File: src/rtl/bp_update_ctrl_if.sv
// ---------------------------------------------------------------------------
// bp_update_ctrl_if
// Bundles the signals between the branch-predictor update controller and its
// neighbours: fetch-stage lookup, execute-stage result handshake, the
// per-entry update bus to the predictor demultiplexer, flush control and the
// miss counter.
//   master : execute/fetch side (drives lookup, results, flush request)
//   slave  : bp_update_ctrl (drives prediction, ready, update bus, status)
// ---------------------------------------------------------------------------
interface bp_update_ctrl_if #(
    parameter int IDX_W = 3,
    parameter int CNT_W = 16
);
    logic [IDX_W-1:0] lookup_addr;
    logic             predict;
    logic             res_valid;
    logic [IDX_W-1:0] res_addr;
    logic             res_outcome;
    logic             res_miss;
    logic             res_ready;
    logic             upd_valid;
    logic [IDX_W-1:0] upd_addr;
    logic             upd_outcome;
    logic             upd_miss;
    logic             flush_req;
    logic             flush_busy;
    logic             flush_done;
    logic [CNT_W-1:0] miss_count;

    modport master (
        output lookup_addr, res_valid, res_addr, res_outcome, res_miss, flush_req,
        input  predict, res_ready, upd_valid, upd_addr, upd_outcome, upd_miss,
               flush_busy, flush_done, miss_count
    );

    modport slave (
        input  lookup_addr, res_valid, res_addr, res_outcome, res_miss, flush_req,
        output predict, res_ready, upd_valid, upd_addr, upd_outcome, upd_miss,
               flush_busy, flush_done, miss_count
    );
endinterface

File: src/rtl/bp_update_ctrl.sv
// ---------------------------------------------------------------------------
// bp_update_ctrl
// Sequencing controller for a 1-bit branch predictor. Resolved branches are
// accepted into a 2-entry FIFO and drained one per cycle into a 1-bit
// prediction table; every drained entry is also announced on the registered
// update bus. Queued mispredictions are bypassed to the fetch lookup. A flush
// request clears the table one entry per cycle once the queue has drained.
// Ports:
//   clk   : clock, all state changes on the rising edge
//   reset : synchronous active-low reset
//   bus   : bp_update_ctrl_if.slave (lookup/predict, result handshake,
//           update bus, flush request/busy/done, saturating miss counter)
// ---------------------------------------------------------------------------
module bp_update_ctrl #(
    parameter int IDX_W  = 3,
    parameter int QDEPTH = 2,
    parameter int CNT_W  = 16
) (
    input logic             clk,
    input logic             reset,
    bp_update_ctrl_if.slave bus
);
    localparam int         ENTRIES = 2 ** IDX_W;
    localparam logic [1:0] QMAX    = 2'(QDEPTH);

    typedef enum logic [1:0] {
        IDLE  = 2'd0,
        DRAIN = 2'd1,
        FLUSH = 2'd2
    } state_t;

    state_t             state;
    logic [1:0]         count;
    logic [1:0]         count_nxt;
    logic [IDX_W-1:0]   q_addr [2];
    logic               q_out  [2];
    logic               q_miss [2];
    logic               flush_pend;
    logic [IDX_W-1:0]   idx;
    logic [ENTRIES-1:0] tbl;
    logic               upd_valid_r;
    logic [IDX_W-1:0]   upd_addr_r;
    logic               upd_outcome_r;
    logic               upd_miss_r;
    logic               flush_done_r;
    logic [CNT_W-1:0]   miss_count_r;
    logic               ready_c;
    logic               push;
    logic               pop;
    logic               wr_slot;
    logic               predict_c;

    function automatic logic [CNT_W-1:0] sat_inc(input logic [CNT_W-1:0] v);
        return (&v) ? v : v + 1'b1;
    endfunction

    // Ready is a function of registered state only, so a pop in the same
    // cycle cannot open the queue for a push.
    assign ready_c = (count < QMAX) && (state != FLUSH) && !flush_pend;
    assign push    = bus.res_valid && ready_c;
    assign pop     = (state == DRAIN) && (count != 2'd0);
    // A push lands behind the surviving entry; ready guarantees count<2 here.
    assign wr_slot = count[0] && !pop;

    always_comb begin
        count_nxt = count;
        if (push && !pop) begin
            count_nxt = count + 2'd1;
        end else if (pop && !push) begin
            count_nxt = count - 2'd1;
        end
    end

    // Youngest matching misprediction wins, then the table.
    always_comb begin
        predict_c = tbl[bus.lookup_addr];
        if ((count != 2'd0) && q_miss[0] && (q_addr[0] == bus.lookup_addr)) begin
            predict_c = q_out[0];
        end
        if ((count == 2'd2) && q_miss[1] && (q_addr[1] == bus.lookup_addr)) begin
            predict_c = q_out[1];
        end
    end

    // Queue payload: no reset needed, validity is carried by count.
    always_ff @(posedge clk) begin
        if (pop) begin
            q_addr[0] <= q_addr[1];
            q_out[0]  <= q_out[1];
            q_miss[0] <= q_miss[1];
        end
        if (push) begin
            q_addr[wr_slot] <= bus.res_addr;
            q_out[wr_slot]  <= bus.res_outcome;
            q_miss[wr_slot] <= bus.res_miss;
        end
    end

    always_ff @(posedge clk) begin
        if (!reset) begin
            state         <= IDLE;
            count         <= 2'd0;
            flush_pend    <= 1'b0;
            idx           <= '0;
            tbl           <= '0;
            upd_valid_r   <= 1'b0;
            upd_addr_r    <= '0;
            upd_outcome_r <= 1'b0;
            upd_miss_r    <= 1'b0;
            flush_done_r  <= 1'b0;
            miss_count_r  <= '0;
        end else begin
            count        <= count_nxt;
            upd_valid_r  <= 1'b0;
            flush_done_r <= 1'b0;
            if (push && bus.res_miss) begin
                miss_count_r <= sat_inc(miss_count_r);
            end
            if (bus.flush_req && (state != FLUSH)) begin
                flush_pend <= 1'b1;
            end
            if (pop) begin
                upd_valid_r   <= 1'b1;
                upd_addr_r    <= q_addr[0];
                upd_outcome_r <= q_out[0];
                upd_miss_r    <= q_miss[0];
                if (q_miss[0]) begin
                    tbl[q_addr[0]] <= q_out[0];
                end
            end
            case (state)
                IDLE: begin
                    if (flush_pend) begin
                        state      <= FLUSH;
                        idx        <= '0;
                        flush_pend <= 1'b0;
                    end else if (push) begin
                        state <= DRAIN;
                    end
                end
                DRAIN: begin
                    if (count_nxt == 2'd0) begin
                        if (flush_pend) begin
                            state      <= FLUSH;
                            idx        <= '0;
                            flush_pend <= 1'b0;
                        end else begin
                            state <= IDLE;
                        end
                    end
                end
                FLUSH: begin
                    tbl[idx]      <= 1'b0;
                    upd_valid_r   <= 1'b1;
                    upd_addr_r    <= idx;
                    upd_outcome_r <= 1'b0;
                    upd_miss_r    <= 1'b1;
                    idx           <= idx + 1'b1;
                    if (&idx) begin
                        state        <= IDLE;
                        flush_done_r <= 1'b1;
                    end
                end
                default: state <= IDLE;
            endcase
        end
    end

    assign bus.predict     = predict_c;
    assign bus.res_ready   = ready_c;
    assign bus.upd_valid   = upd_valid_r;
    assign bus.upd_addr    = upd_addr_r;
    assign bus.upd_outcome = upd_outcome_r;
    assign bus.upd_miss    = upd_miss_r;
    assign bus.flush_busy  = (state == FLUSH);
    assign bus.flush_done  = flush_done_r;
    assign bus.miss_count  = miss_count_r;
endmodule

File: src/flat_wrapper.sv
// flat-port wrapper written by rule: the top's interface ports become plain ports
module bp_update_ctrl_flat 
#(
    parameter int IDX_W  = 3,
    parameter int QDEPTH = 2,
    parameter int CNT_W  = 16
)
  (clk, reset, bus_lookup_addr, bus_res_valid, bus_res_addr, bus_res_outcome, bus_res_miss, bus_flush_req, bus_predict, bus_res_ready, bus_upd_valid, bus_upd_addr, bus_upd_outcome, bus_upd_miss, bus_flush_busy, bus_flush_done, bus_miss_count);
  bp_update_ctrl_if #(.IDX_W(IDX_W), .CNT_W(CNT_W)) bus_i ();
  input logic clk;
  input logic reset;
  input wire logic [$bits(bus_i.lookup_addr)-1:0] bus_lookup_addr;
  input wire logic [$bits(bus_i.res_valid)-1:0] bus_res_valid;
  input wire logic [$bits(bus_i.res_addr)-1:0] bus_res_addr;
  input wire logic [$bits(bus_i.res_outcome)-1:0] bus_res_outcome;
  input wire logic [$bits(bus_i.res_miss)-1:0] bus_res_miss;
  input wire logic [$bits(bus_i.flush_req)-1:0] bus_flush_req;
  output wire logic [$bits(bus_i.predict)-1:0] bus_predict;
  output wire logic [$bits(bus_i.res_ready)-1:0] bus_res_ready;
  output wire logic [$bits(bus_i.upd_valid)-1:0] bus_upd_valid;
  output wire logic [$bits(bus_i.upd_addr)-1:0] bus_upd_addr;
  output wire logic [$bits(bus_i.upd_outcome)-1:0] bus_upd_outcome;
  output wire logic [$bits(bus_i.upd_miss)-1:0] bus_upd_miss;
  output wire logic [$bits(bus_i.flush_busy)-1:0] bus_flush_busy;
  output wire logic [$bits(bus_i.flush_done)-1:0] bus_flush_done;
  output wire logic [$bits(bus_i.miss_count)-1:0] bus_miss_count;
  assign bus_i.lookup_addr = bus_lookup_addr;
  assign bus_i.res_valid = bus_res_valid;
  assign bus_i.res_addr = bus_res_addr;
  assign bus_i.res_outcome = bus_res_outcome;
  assign bus_i.res_miss = bus_res_miss;
  assign bus_i.flush_req = bus_flush_req;
  assign bus_predict = bus_i.predict;
  assign bus_res_ready = bus_i.res_ready;
  assign bus_upd_valid = bus_i.upd_valid;
  assign bus_upd_addr = bus_i.upd_addr;
  assign bus_upd_outcome = bus_i.upd_outcome;
  assign bus_upd_miss = bus_i.upd_miss;
  assign bus_flush_busy = bus_i.flush_busy;
  assign bus_flush_done = bus_i.flush_done;
  assign bus_miss_count = bus_i.miss_count;
  bp_update_ctrl #(.IDX_W(IDX_W), .QDEPTH(QDEPTH), .CNT_W(CNT_W)) u_core (.clk(clk), .reset(reset), .bus(bus_i));
endmodule
File: config.mk
export PLATFORM = sky130hd
export DESIGN_NAME = bp_update_ctrl_flat
export DESIGN_NICKNAME = d
export VERILOG_FILES = /design/src/rtl/bp_update_ctrl_if.sv /design/src/rtl/bp_update_ctrl.sv /design/src/flat_wrapper.sv
export SDC_FILE = /design/constraint.sdc
export NUM_CORES = 1
export LEC_CHECK = 0
export ABC_AREA = 1
export CAP_MARGIN = 10
export CORE_MARGIN = 3
export CORE_UTILIZATION = 40
export CTS_BUF_LIST = sky130_fd_sc_hd__clkbuf_16
export CTS_CLUSTER_DIAMETER = 200
export DETAILED_ROUTE_END_ITERATION = 10
export SETUP_SLACK_MARGIN = 0.4
export SLEW_MARGIN = 20
export SYNTH_ARGS = -nofsm -noshare
export SYNTH_HDL_FRONTEND = slang
export SYNTH_SLANG_ARGS = --single-unit
File: constraint.sdc
create_clock -name clk -period 2.3 [get_ports clk]
set_clock_uncertainty 0.2 [all_clocks]
set_input_delay 0.23 -clock clk [delete_from_list [all_inputs] [get_ports clk]]
set_output_delay 0.23 -clock clk [all_outputs]
set_load 0.02 [all_outputs]
## Word level (Yosys, flattened, before mapping)

Memory sizes are Yosys's and may differ from the RTL's.
Cells that the tools add are included.

- Add/subtract/negate cells: 4
- Bitwise operators: 4
- Multiplexer cells: 38
- Order comparisons: 6
- Equality and inequality tests: 9
- Reduce and logical (&&, ||, !) cells: 30

Operators by type and width:

| operator | count |
|---|---|
| $mux W8 | 4 |
| $add A16 B1 Y16 const B | 1 |
| $mux W1 | 16 |
| $reduce_and A16 Y1 | 1 |
| $logic_and A1 B1 Y1 | 15 |
| $mux W2 | 7 |
| $lt A3 B4 Y1 const B | 3 |
| $mux W3 | 4 |
| $pmux W3 S3 | 1 |
| $and A8 B8 Y8 | 1 |
| $bwmux W8 | 1 |
| $not A8 Y8 | 1 |
| $demux W1 S3 | 2 |
| $eq A3 B3 Y1 | 2 |
| $ge A3 B1 Y1 const B | 2 |
| $pmux W2 S3 | 1 |
| $reduce_and A2 Y1 | 3 |
| $reduce_and A3 Y1 | 2 |
| $eq A2 B2 Y1 const B | 2 |
| $logic_not A2 Y1 | 2 |
| $ne A2 B2 Y1 const B | 2 |
| $reduce_bool A2 Y1 | 2 |
| $add A3 B1 Y3 const B | 1 |
| $bmux W1 S3 | 1 |
| other kinds (11) | 14 |

- Memory bits (writable): 10
- Output and inout bits: 26
- Register bits after elaboration: 39
- Memories: 3
- Input bits: 12
- Word-level logic and storage cells: 105

Memory list:

| memory | words | width | rd ports | clocked after Yosys merged registers in | write ports | RTL line | RTL |
|---|---|---|---|---|---|---|---|
| u_core.q_addr | 2 | 3 | 2 | 0 | 2 | bp_update_ctrl.sv:35 | `logic [IDX_W-1:0] q_addr [2];` |
| u_core.q_miss | 2 | 1 | 2 | 0 | 2 | bp_update_ctrl.sv:37 | `logic q_miss [2];` |
| u_core.q_out | 2 | 1 | 2 | 0 | 2 | bp_update_ctrl.sv:36 | `logic q_out [2];` |

## Logic depth before layout (Yosys ltp)

- Depth after elaboration: 11
- Depth in mapped cells: 13

## Worst setup path after synthesis

OpenSTA, ideal clock, no wires.

- Path kind: reg-to-output
- Start: register u_core.count[0]
- End: output port bus_predict
- Cell stages (with the launch flop): 8
- Arrival time: 1.539 ns
- Path slack: 0.331 ns
- Data required time: 1.870 ns
- Cell sequence: dfxtp_1 -> inv_1 -> ha_1 -> nor2_1 -> o21ai_0 -> a211oi_1 -> o21ai_0 -> a21oi_1

- Word-level cells in the longest chain between the ends: 5
- Elaborated cells on any way between the ends: 8
- Classes of those cells: eq/ne (1); mux (2); reduce/logical (5)

Ends and longest elaborated chain:

| item | RTL line | RTL |
|---|---|---|
| start, declared | bp_update_ctrl.sv:33 | `logic [1:0] count;` |
| start signal, assigned | bp_update_ctrl.sv:113 | `count <= count_nxt;` |
| $reduce_bool A2 Y1 | bp_update_ctrl.sv:77 | `if ((count != 2'd0) && q_miss[0] && (q_addr[0] == bus.lookup_addr)) begin` |
| $logic_and A1 B1 Y1 (2 in a row) | bp_update_ctrl.sv:77 |  |
| $mux W1 | bp_update_ctrl.sv:77 |  |
| $mux W1 * | bp_update_ctrl.sv:80 | `if ((count == 2'd2) && q_miss[1] && (q_addr[1] == bus.lookup_addr)) begin` |
| end, declared | flat_wrapper.sv:18 | `output wire logic [$bits(bus_i.predict)-1:0] bus_predict;` |

Mark *: on every way between the ends. The rest lies on a longest branch, timed or not.

## Final worst setup path

Same ends and word-level chain as after synthesis.

==> metrics <==
Total Power 0.00353 W; worst min-delay path class reg2reg; worst-path cell chain inv_2 -> ha_4 -> nor2_4 -> o21ai_2 -> a211oi_2 -> nand2_1 -> o21ai_2 -> a21oi_2 -> buf_4; clock latency on the worst-skew pair roughly 0.28 ns; most frequent cells in the layout nand2_1 (64), inv_1 (51), clkdlybuf4s50_1 (34); max-cap viol count 0; clk buf depth 2; number of buffers created by CTS 5; Initial Util a little over two fifths; via count 2490; first-pass GRT wire length around 11000 µm; worst vdd ir approximately 0.68 mV; DRC violation total after the first TritonRoute iteration around 140; reg2reg setup slack 0.30 ns; fin crit period 2.08 ns; crit path buf inv count 2; Arrival @ worst endpoint 1.65 ns; final worst-path cycle share 90.4%; Max Clock Freq 481 MHz; Hold Vio Cnt, Final 0; Worst Slack Setup Final 0.220 ns; Post-DRT Antenna Nets 0; CTS sink count 49; final hold slack 0.270 ns; critical path type reg2out; DIE WIDTH 86.2 µm; Die ar. 7440 µm²; hpwl dp around 4600 µm; syn_nets 370; Worst path max stage delay 0.33 ns; leakage power 1.41 nW; core area just over 6000 µm²; CTS HTree Levels 2; top_reg_cell synth dfxtp_1; GP Congestion 0.819; Unique masters post-synth 36; share of layout cells above drive strength 1 27.9%; pin count of the biggest net entering global routing 16; Max Transition Viols Final 0; WL/cell about 13 µm; buffers added on ports 37; pre-CTS WS -0.189 ns; crit-path max FO 2; Seq/Total Area, Yosys 42.0%; DRT Pass-1 Iters 4; delay-heaviest family, CP compound AO/OA/AOI/OAI gates; Critical Path End Type output pin; Area growth, synth to finish 42.3%; Cell Area, Synth between 2000 and 3000 µm²; count of final setup violators 0; routed wire length 6440 µm; Ys Warns 0; highest-delay cell along the critical path dfxtp_2; most common cell after layout, fill and taps aside nand2_1; Setup TNS 0 ns; nets@finish 440; Avg Cell Area, Syn between 7 and 8 µm²; PD cells 963 nW/µm²; Post-synth EDFFs 10; dpl cells 476; CTS Root Cell clkbuf_16; FILL cells 534; startpoint types register; CTS tree yes; gr ovfl total 0; flops & latches, synth 49; asr flop ratio synth 0%; unrepaired setup endpoints after global routing yes; initial antenna violation count 0; # rows 28; Total GRT Usage between 15 and 20%; Worst Path Required 1.87 ns; Worst-Margin Slew about 0.54 ns; drc violations 0; Max-slew headroom between 60 and 70%; ANT cells 0; Die Span Y 86.2 µm; Synth Instances 353; Clk pin slew, worst setup/hold paths 0.06 ns; vias in the first global route roughly 2300; Non-Filler Instances 498; status finished clean; # IOs 38; DR vias/cell 5.00; cell mode on critical path o21ai_2
==> layer usage <==
layer  GRT usage (%)  vias up  routed length [µm]
met5               0        -                   0
met2            28.0       49                2980
met4            4.82        0                  70
met1            24.7     1130                3120
li1                -     1303                   -
met3            2.76        8                 270
==> area by class of cell <==
| class | count | area [µm²] | area share [%] |
|---|---|---|---|
| Clock buffer | 5 | 125 | 3.42 |
| Clock inverter | 2 | 8.76 | 0.239 |
| Inverter | 56 | 218 | 5.94 |
| Multi-Input combinational cell | 242 | 1500 | 41.1 |
| Sequential cell | 49 | 1100 | 29.9 |
| Tap cell | 75 | 93.8 | 2.56 |
| Timing Repair Buffer | 69 | 618 | 16.9 |
==> what timing repair did <==
item,4_1_cts,5_1_grt
gates cloned,0,0
hold buffers,0,0
buffers inserted,6,9
setup endpoints to repair,19,37
pin swaps,6,13
resized for setup,23,68
==> kinds of logic after synthesis <==
logic type,after synthesis,share of synthesized area [%]
simple gates,156,28.6
compound gates,79,16.9
buf+inv,62,9.28
flops,49,42.0
fa+ha+maj,5,2.43
xor+xnor,1,0.340
mux,1,0.437
==> Yosys cell counts, types with 2 or more instances <==
cell type / n / share of area [%]
nor3_1: 9 / 1.7
a31oi_1: 6 / 1.5
o21ai_0: 26 / 5.1
nand4_1: 4 / 0.97
nand3_1: 11 / 2.1
edfxtp_1: 10 / 12
ha_1: 5 / 2.4
nor2_2: 6 / 1.5
nor2_1: 31 / 4.5
inv_2: 2 / 0.29
nand2_4: 3 / 1.3
o211ai_1: 2 / 0.58
nand2_2: 2 / 0.49
o22ai_1: 2 / 0.49
inv_1: 53 / 7.7
clkbuf_1: 4 / 0.58
dfxtp_1: 39 / 30
a211oi_1: 9 / 2.6
a21oi_1: 29 / 5.6
o21ai_1: 4 / 0.78
nand2_1: 79 / 12
nor3_4: 2 / 1.3
nor2_4: 2 / 0.87
==> where the power goes <==
group | switching [W] | internal, W | total (W) | leakage [nW]
combinational | 0.000963 | 0.000718 | 0.00168 | 0.926
sequential | 0.000113 | 0.00106 | 0.00117 | 0.412
clock | 0.000286 | 0.000391 | 0.000676 | 0.0709
==> path summary, 6_finish.rpt <==
check / from / endpoint / cells after the start
max: u_core.count[0] / bus_predict / 9
min: u_core.tbl[4] / u_core.tbl[4] / 2
max reg2reg: u_core.count[0] / u_core.idx[2] / 14
min reg2reg: u_core.tbl[4] / u_core.tbl[4] / 2
==> sequential cells by signal, indices dropped and copies added, names as in the netlist <==
register	flops
u_core.q_addr	6
u_core.bus.upd_addr	3
u_core.count	2
u_core.q_miss	2
u_core.idx	3
u_core.bus.upd_miss	1
u_core.tbl	8
u_core.flush_pend	1
u_core.q_out	2
u_core.bus.miss_count	16
u_core.state	2
u_core.bus.upd_valid	1
u_core.bus.upd_outcome	1
u_core.bus.flush_done	1
==> worst reg2reg max path: stages (launching register included) <==
cell and delay, ns:
dfxtp_2 0.33, inv_2 0.05, ha_4 0.16, buf_4 0.13, buf_6 0.12, nor3_4 0.16
buf_4 0.15, nand3_2 0.06, nand2_2 0.08, nor2_2 0.04, nand2_1 0.08, nand2_2 0.09
nand2_4 0.09, nand2_2 0.06, a21oi_2 0.12
==> metrics by stage <==
step | util (%) | area [µm²]
3_3_place_gp | 51.9 | 3150
6_report | 60.4 | 3660
5_1_grt | 60.4 | 3660
3_5_place_dp | 51.9 | 3150
2_1_floorplan | - | 2580
4_1_cts | 55.4 | 3360
Power figures use the tool's default switching activity.
